## config.mk

```make
export PLATFORM = sky130hd
export DESIGN_NAME = state_led_mode_selector
export DESIGN_NICKNAME = d
export VERILOG_FILES = /design/src/rtl/state_led_mode_selector.sv
export SDC_FILE = /design/constraint.sdc
export NUM_CORES = 1
export LEC_CHECK = 0
export CAP_MARGIN = 20
export CORE_ASPECT_RATIO = 0.9
export CORE_MARGIN = 2
export CORE_UTILIZATION = 50
export CTS_BUF_LIST = sky130_fd_sc_hd__clkbuf_2 sky130_fd_sc_hd__clkbuf_4 sky130_fd_sc_hd__clkbuf_8
export DETAILED_ROUTE_END_ITERATION = 8
export PLACE_DENSITY = 0.7
export SYNTH_ARGS = -nofsm -noshare
export SYNTH_HDL_FRONTEND = slang
export SYNTH_SLANG_ARGS = --single-unit
```

## constraint.sdc

```tcl
create_clock -name clk_20mhz -period 2.7 [get_ports clk_20mhz]
set_input_delay 0.405 -clock clk_20mhz [delete_from_list [all_inputs] [get_ports clk_20mhz]]
set_output_delay 0.405 -clock clk_20mhz [all_outputs]
set_load 0.05 [all_outputs]
```

## src/rtl/state_led_mode_selector.sv

```systemverilog
// Front-panel LED mode selector: synchronizes and debounces a push-button and classifies short/long presses.
// It cycles or clears the LED mode and lets host register writes take priority.
module state_led_mode_selector #(
   parameter int DEBOUNCE_CYCLES   = 200000,
   parameter int LONG_PRESS_CYCLES = 20000000,
   parameter int NUM_MODES         = 6
) (
   input  logic       clk_20mhz,
   input  logic       rst,
   input  logic       btn_n_async,
   input  logic       host_wr_en,
   input  logic [7:0] host_wr_data,
   output logic [7:0] state_led_ctr,
   output logic       mode_changed,
   output logic       btn_level,
   output logic       long_press
);

   localparam int DB_W   = $clog2(DEBOUNCE_CYCLES) + 1;
   localparam int HOLD_W = $clog2(LONG_PRESS_CYCLES) + 1;
   localparam logic [DB_W-1:0]   DB_LAST   = DB_W'(DEBOUNCE_CYCLES - 1);
   localparam logic [HOLD_W-1:0] HOLD_LAST = HOLD_W'(LONG_PRESS_CYCLES - 1);
   localparam logic [7:0]        MODE_LAST = 8'(NUM_MODES - 1);

   typedef enum logic [1:0] {IDLE, PRESSED, LONG_HELD} press_state_t;

   press_state_t      state, state_nxt;
   logic              btn_sync_p0, btn_sync_p1;
   logic [DB_W-1:0]   db_cnt;
   logic [HOLD_W-1:0] hold_cnt, hold_nxt;
   logic              short_ev, long_ev;
   logic [7:0]        mode_nxt;

   function automatic logic [HOLD_W-1:0] hold_inc(input logic [HOLD_W-1:0] c);
      return (&c) ? c : c + HOLD_W'(1);
   endfunction

   function automatic logic [7:0] next_mode(input logic [7:0] cur);
      return (cur >= MODE_LAST) ? 8'h00 : cur + 8'h01;
   endfunction

   // Stage p0/p1: two-flop synchronizer, inverted so 1 means pressed
   always_ff @(posedge clk_20mhz) begin
      if (rst) begin
         btn_sync_p0 <= 1'b0;
         btn_sync_p1 <= 1'b0;
      end else begin
         btn_sync_p0 <= ~btn_n_async;
         btn_sync_p1 <= btn_sync_p0;
      end
   end

   // Debounce: level flips only after DEBOUNCE_CYCLES consecutive disagreeing samples
   always_ff @(posedge clk_20mhz) begin
      if (rst) begin
         db_cnt    <= '0;
         btn_level <= 1'b0;
      end else if (btn_sync_p1 == btn_level) begin
         db_cnt <= '0;
      end else if (db_cnt == DB_LAST) begin
         db_cnt    <= '0;
         btn_level <= ~btn_level;
      end else begin
         db_cnt <= db_cnt + DB_W'(1);
      end
   end

   always_comb begin
      state_nxt = state;
      hold_nxt  = hold_cnt;
      short_ev  = 1'b0;
      long_ev   = 1'b0;
      case (state)
         IDLE: begin
            if (btn_level) begin
               state_nxt = PRESSED;
               hold_nxt  = '0;
            end
         end
         PRESSED: begin
            if (!btn_level) begin
               short_ev  = 1'b1;
               state_nxt = IDLE;
            end else if (hold_cnt == HOLD_LAST) begin
               long_ev   = 1'b1;
               state_nxt = LONG_HELD;
            end else begin
               hold_nxt = hold_inc(hold_cnt);
            end
         end
         LONG_HELD: begin
            hold_nxt = hold_inc(hold_cnt);
            if (!btn_level)
               state_nxt = IDLE;
         end
         default: state_nxt = IDLE;
      endcase
   end

   // Host writes override any button event landing in the same cycle
   always_comb begin
      mode_nxt = state_led_ctr;
      if (host_wr_en)
         mode_nxt = host_wr_data;
      else if (long_ev)
         mode_nxt = 8'h00;
      else if (short_ev)
         mode_nxt = next_mode(state_led_ctr);
   end

   always_ff @(posedge clk_20mhz) begin
      if (rst) begin
         state         <= IDLE;
         hold_cnt      <= '0;
         state_led_ctr <= 8'h00;
         mode_changed  <= 1'b0;
         long_press    <= 1'b0;
      end else begin
         state         <= state_nxt;
         hold_cnt      <= hold_nxt;
         state_led_ctr <= mode_nxt;
         mode_changed  <= (mode_nxt != state_led_ctr);
         long_press    <= long_ev;
      end
   end

endmodule

```

==> impl_metrics.tcl <==
set metrics [dict create \
    outcome "finished, final reports clean" \
    place.gp.congestion 0.876 \
    dpl.hpwl_mm 5.07 \
    setup_viol 0 \
    finalMaxSlewViolations 0 \
    start_kind "flip-flop" \
    cts_buffers 9 \
    clock-sinks 60 \
    async_flop_share 0 \
    path_cells "inv_1, ha_1, nand2_1, nor4_1, and4_1, buf_4, nor4b_1, xnor2_1, nor2_1" \
    clk_path_buf_depth 2 \
    grt_pass1_vias 2788 \
    period_share 0.884 \
    avgSynthCellArea_um2 8.02 \
    cp_top_family "simple AND/OR/NAND/NOR gates" \
    crit_path_max_incr_delay_ps 470 \
    yosysUniqueCellTypes 53 \
    dieWidth_um 89.6 \
    post_drt_wl_per_cell_um 13.3 \
    dieArea_um2 7260 \
    antenna-diode-count 0 \
    seqCellArea_um2 1200 \
    final_nets 457 \
    h-tree-depth 3 \
    synth_edf_count 0 \
    post-cts-setup-buffers 0 \
    path_clk_slew_ps 70 \
    io_buffers 22 \
    routed_via_density 5.55 \
    num-fill-cells 596 \
    power.density_nw_per_um2 491 \
    ir_worst_vdd_v 0.000400 \
    path_max_fanout 11 \
    grt_pass1_wl_mm 12.2 \
    synth_top_flop_cell "dfxtp_1" \
    syn-cell-area_um2 3300 \
    grt_usage 0.210 \
    cp_num_buf_inv 2 \
    firstDrtPassIters 4 \
    yosysSeqAreaShare 0.364 \
    max_cap_violations 0 \
    worstMarginPinSlew_ps 978 \
    final_cell_area_um2 3820 \
    drc 0 \
    rows 28 \
    cts_resized 0 \
    cp.arrival_ps 2580 \
    hp-class "reg -> reg" \
    ant_nets 0 \
    clock.fmax_mhz 419 \
    max_slew_margin 0.348 \
    final.min_clock_period_ps 2390 \
    syn_nets 432 \
    yosysTopAreaCellShare 0.364 \
    ys_ff_latch 60 \
    multi_input_area_um2 1960 \
    crit_path_end_kind "flip-flop" \
    grt_start_max_net_pins 25 \
    tns_ps 0 \
    drive_gt1_frac 0.0771 \
    slowest_stage "and4_1" \
    cts_root_buffer "clkbuf_8" \
    core-area_um2 6480 \
    yosys-top-cells-area "dfxtp_1, xnor2_1, nor2_1" \
    fin_skew_ps 9.45 \
    place_area_um2 3620 \
    cts_hold_buffers 0 \
    drt_wl_total_mm 7.06 \
    start_util 0.509 \
    cts_tree "yes" \
    via_count 2948 \
    antenna_found_initial 0 \
    overflow 0 \
    fin_util 0.589 \
    insertion_delay_ps 340 \
    chipHeight_um 81.0 \
    rsz0062_at_grt "false" \
    synth_top_area_cell "dfxtp_1" \
    path_class "reg -> reg" \
    leakagePower_nw 1.24 \
    synth_cells 411 \
    drtIter0Drc 139 \
    pin_count 23 \
    yosysWarnings 0 \
    finalPower_mw 1.88 \
    final-hold-violation-count 0 \
    syn_to_final_growth_pct 15.8 \
    cp.required_ps 2900 \
]
-- final timing paths --
path,startpoint,endpoint,slack (ps),cells after the start
worst min register to register,btn_sync_p0,btn_sync_p1,450,1
worst min-delay path,btn_sync_p0,btn_sync_p1,450,1
worst max-delay path,state[0],hold_cnt[4],310,9
worst max register to register,state[0],hold_cnt[4],310,9
-- area by class of cell --
cell class / count / area share
Inverter: 13 / 0.0128
Sequential cell: 60 / 0.315
Clock inverter: 6 / 0.0167
Timing Repair Buffer: 32 / 0.0773
Tap cell: 90 / 0.0295
Clock buffer: 10 / 0.0360
Multi-Input combinational cell: 320 / 0.513
-- state kept, by name, indices dropped and copies added (netlist names) --
| signal | cells |
|---|---|
| long_press | 1 |
| btn_sync_p1 | 1 |
| db_cnt | 19 |
| state_led_ctr | 8 |
| mode_changed | 1 |
| btn_sync_p0 | 1 |
| btn_level | 1 |
| state | 2 |
| hold_cnt | 26 |
-- cell usage in the layout, fill, tap and decap left out, drive strengths merged, types with 4 or more instances in the layout --
master / n
a21oi: 25
a31oi: 4
and3: 8
buf: 10
clkbuf: 10
clkdlybuf4s50: 22
dfxtp: 60
ha: 9
inv: 13
nand2: 38
nand2b: 4
nand3: 21
nand4: 16
nor2: 59
nor2b: 6
nor3: 15
nor4: 15
o21ai: 7
or3: 4
xnor2: 34
xor2: 13
-- per-stage QoR --
stage / hold WS [ps] / worst slack [ps] / std cells
final: 449 / 314 / 531
after global routing: 458 / 71.1 / 531
after CTS: 453 / 317 / 531
after detailed placement: 437 / 308 / 515
after global placement: 425 / 425 / 515
after floorplan: 414 / 262 / 411
-- routing by layer --
layer	wire, µm	GRT usage	up-vias	part of all wire
met3	285	0.0508	13	0.040
li1	-	-	1495	-
met5	0	0	-	0
met2	3210	0.333	59	0.45
met4	96	0.0836	0	0.014
met1	3460	0.274	1381	0.49
-- cell usage after synthesis (3+ instances only) --
master	instances
a21oi_1	25
a31oi_1	4
and3_1	8
and4_1	3
buf_2	3
clkbuf_1	9
dfxtp_1	60
ha_1	9
inv_1	13
nand2_1	38
nand2b_1	4
nand3_1	21
nand4_1	16
nor2_1	59
nor2b_1	6
nor3_1	15
nor4_1	15
nor4b_1	3
o21ai_0	5
or3_1	4
or4_1	3
xnor2_1	34
xor2_1	13
-- logic make-up after synthesis --
| family | count (synthesis) | share of synthesized area |
|---|---|---|
| buffers and inverters | 31 | 0.0414 |
| adders and majority gates | 9 | 0.0342 |
| and+or+nand+nor | 208 | 0.321 |
| muxes | 2 | 0.00607 |
| AOI/OAI and AO/OA | 54 | 0.109 |
| DFF | 60 | 0.364 |
| xor gates and xnor gates | 47 | 0.125 |
-- where the power goes --
| part | internal, mW | total [mW] | switching, mW |
|---|---|---|---|
| Clock | 0.449 | 0.815 | 0.367 |
| Combinational | 0.0636 | 0.152 | 0.0886 |
| Sequential | 0.894 | 0.907 | 0.0130 |
| Total | 1.41 | 1.88 | 0.468 |
Note: power is estimated with default switching activity, not from simulation.
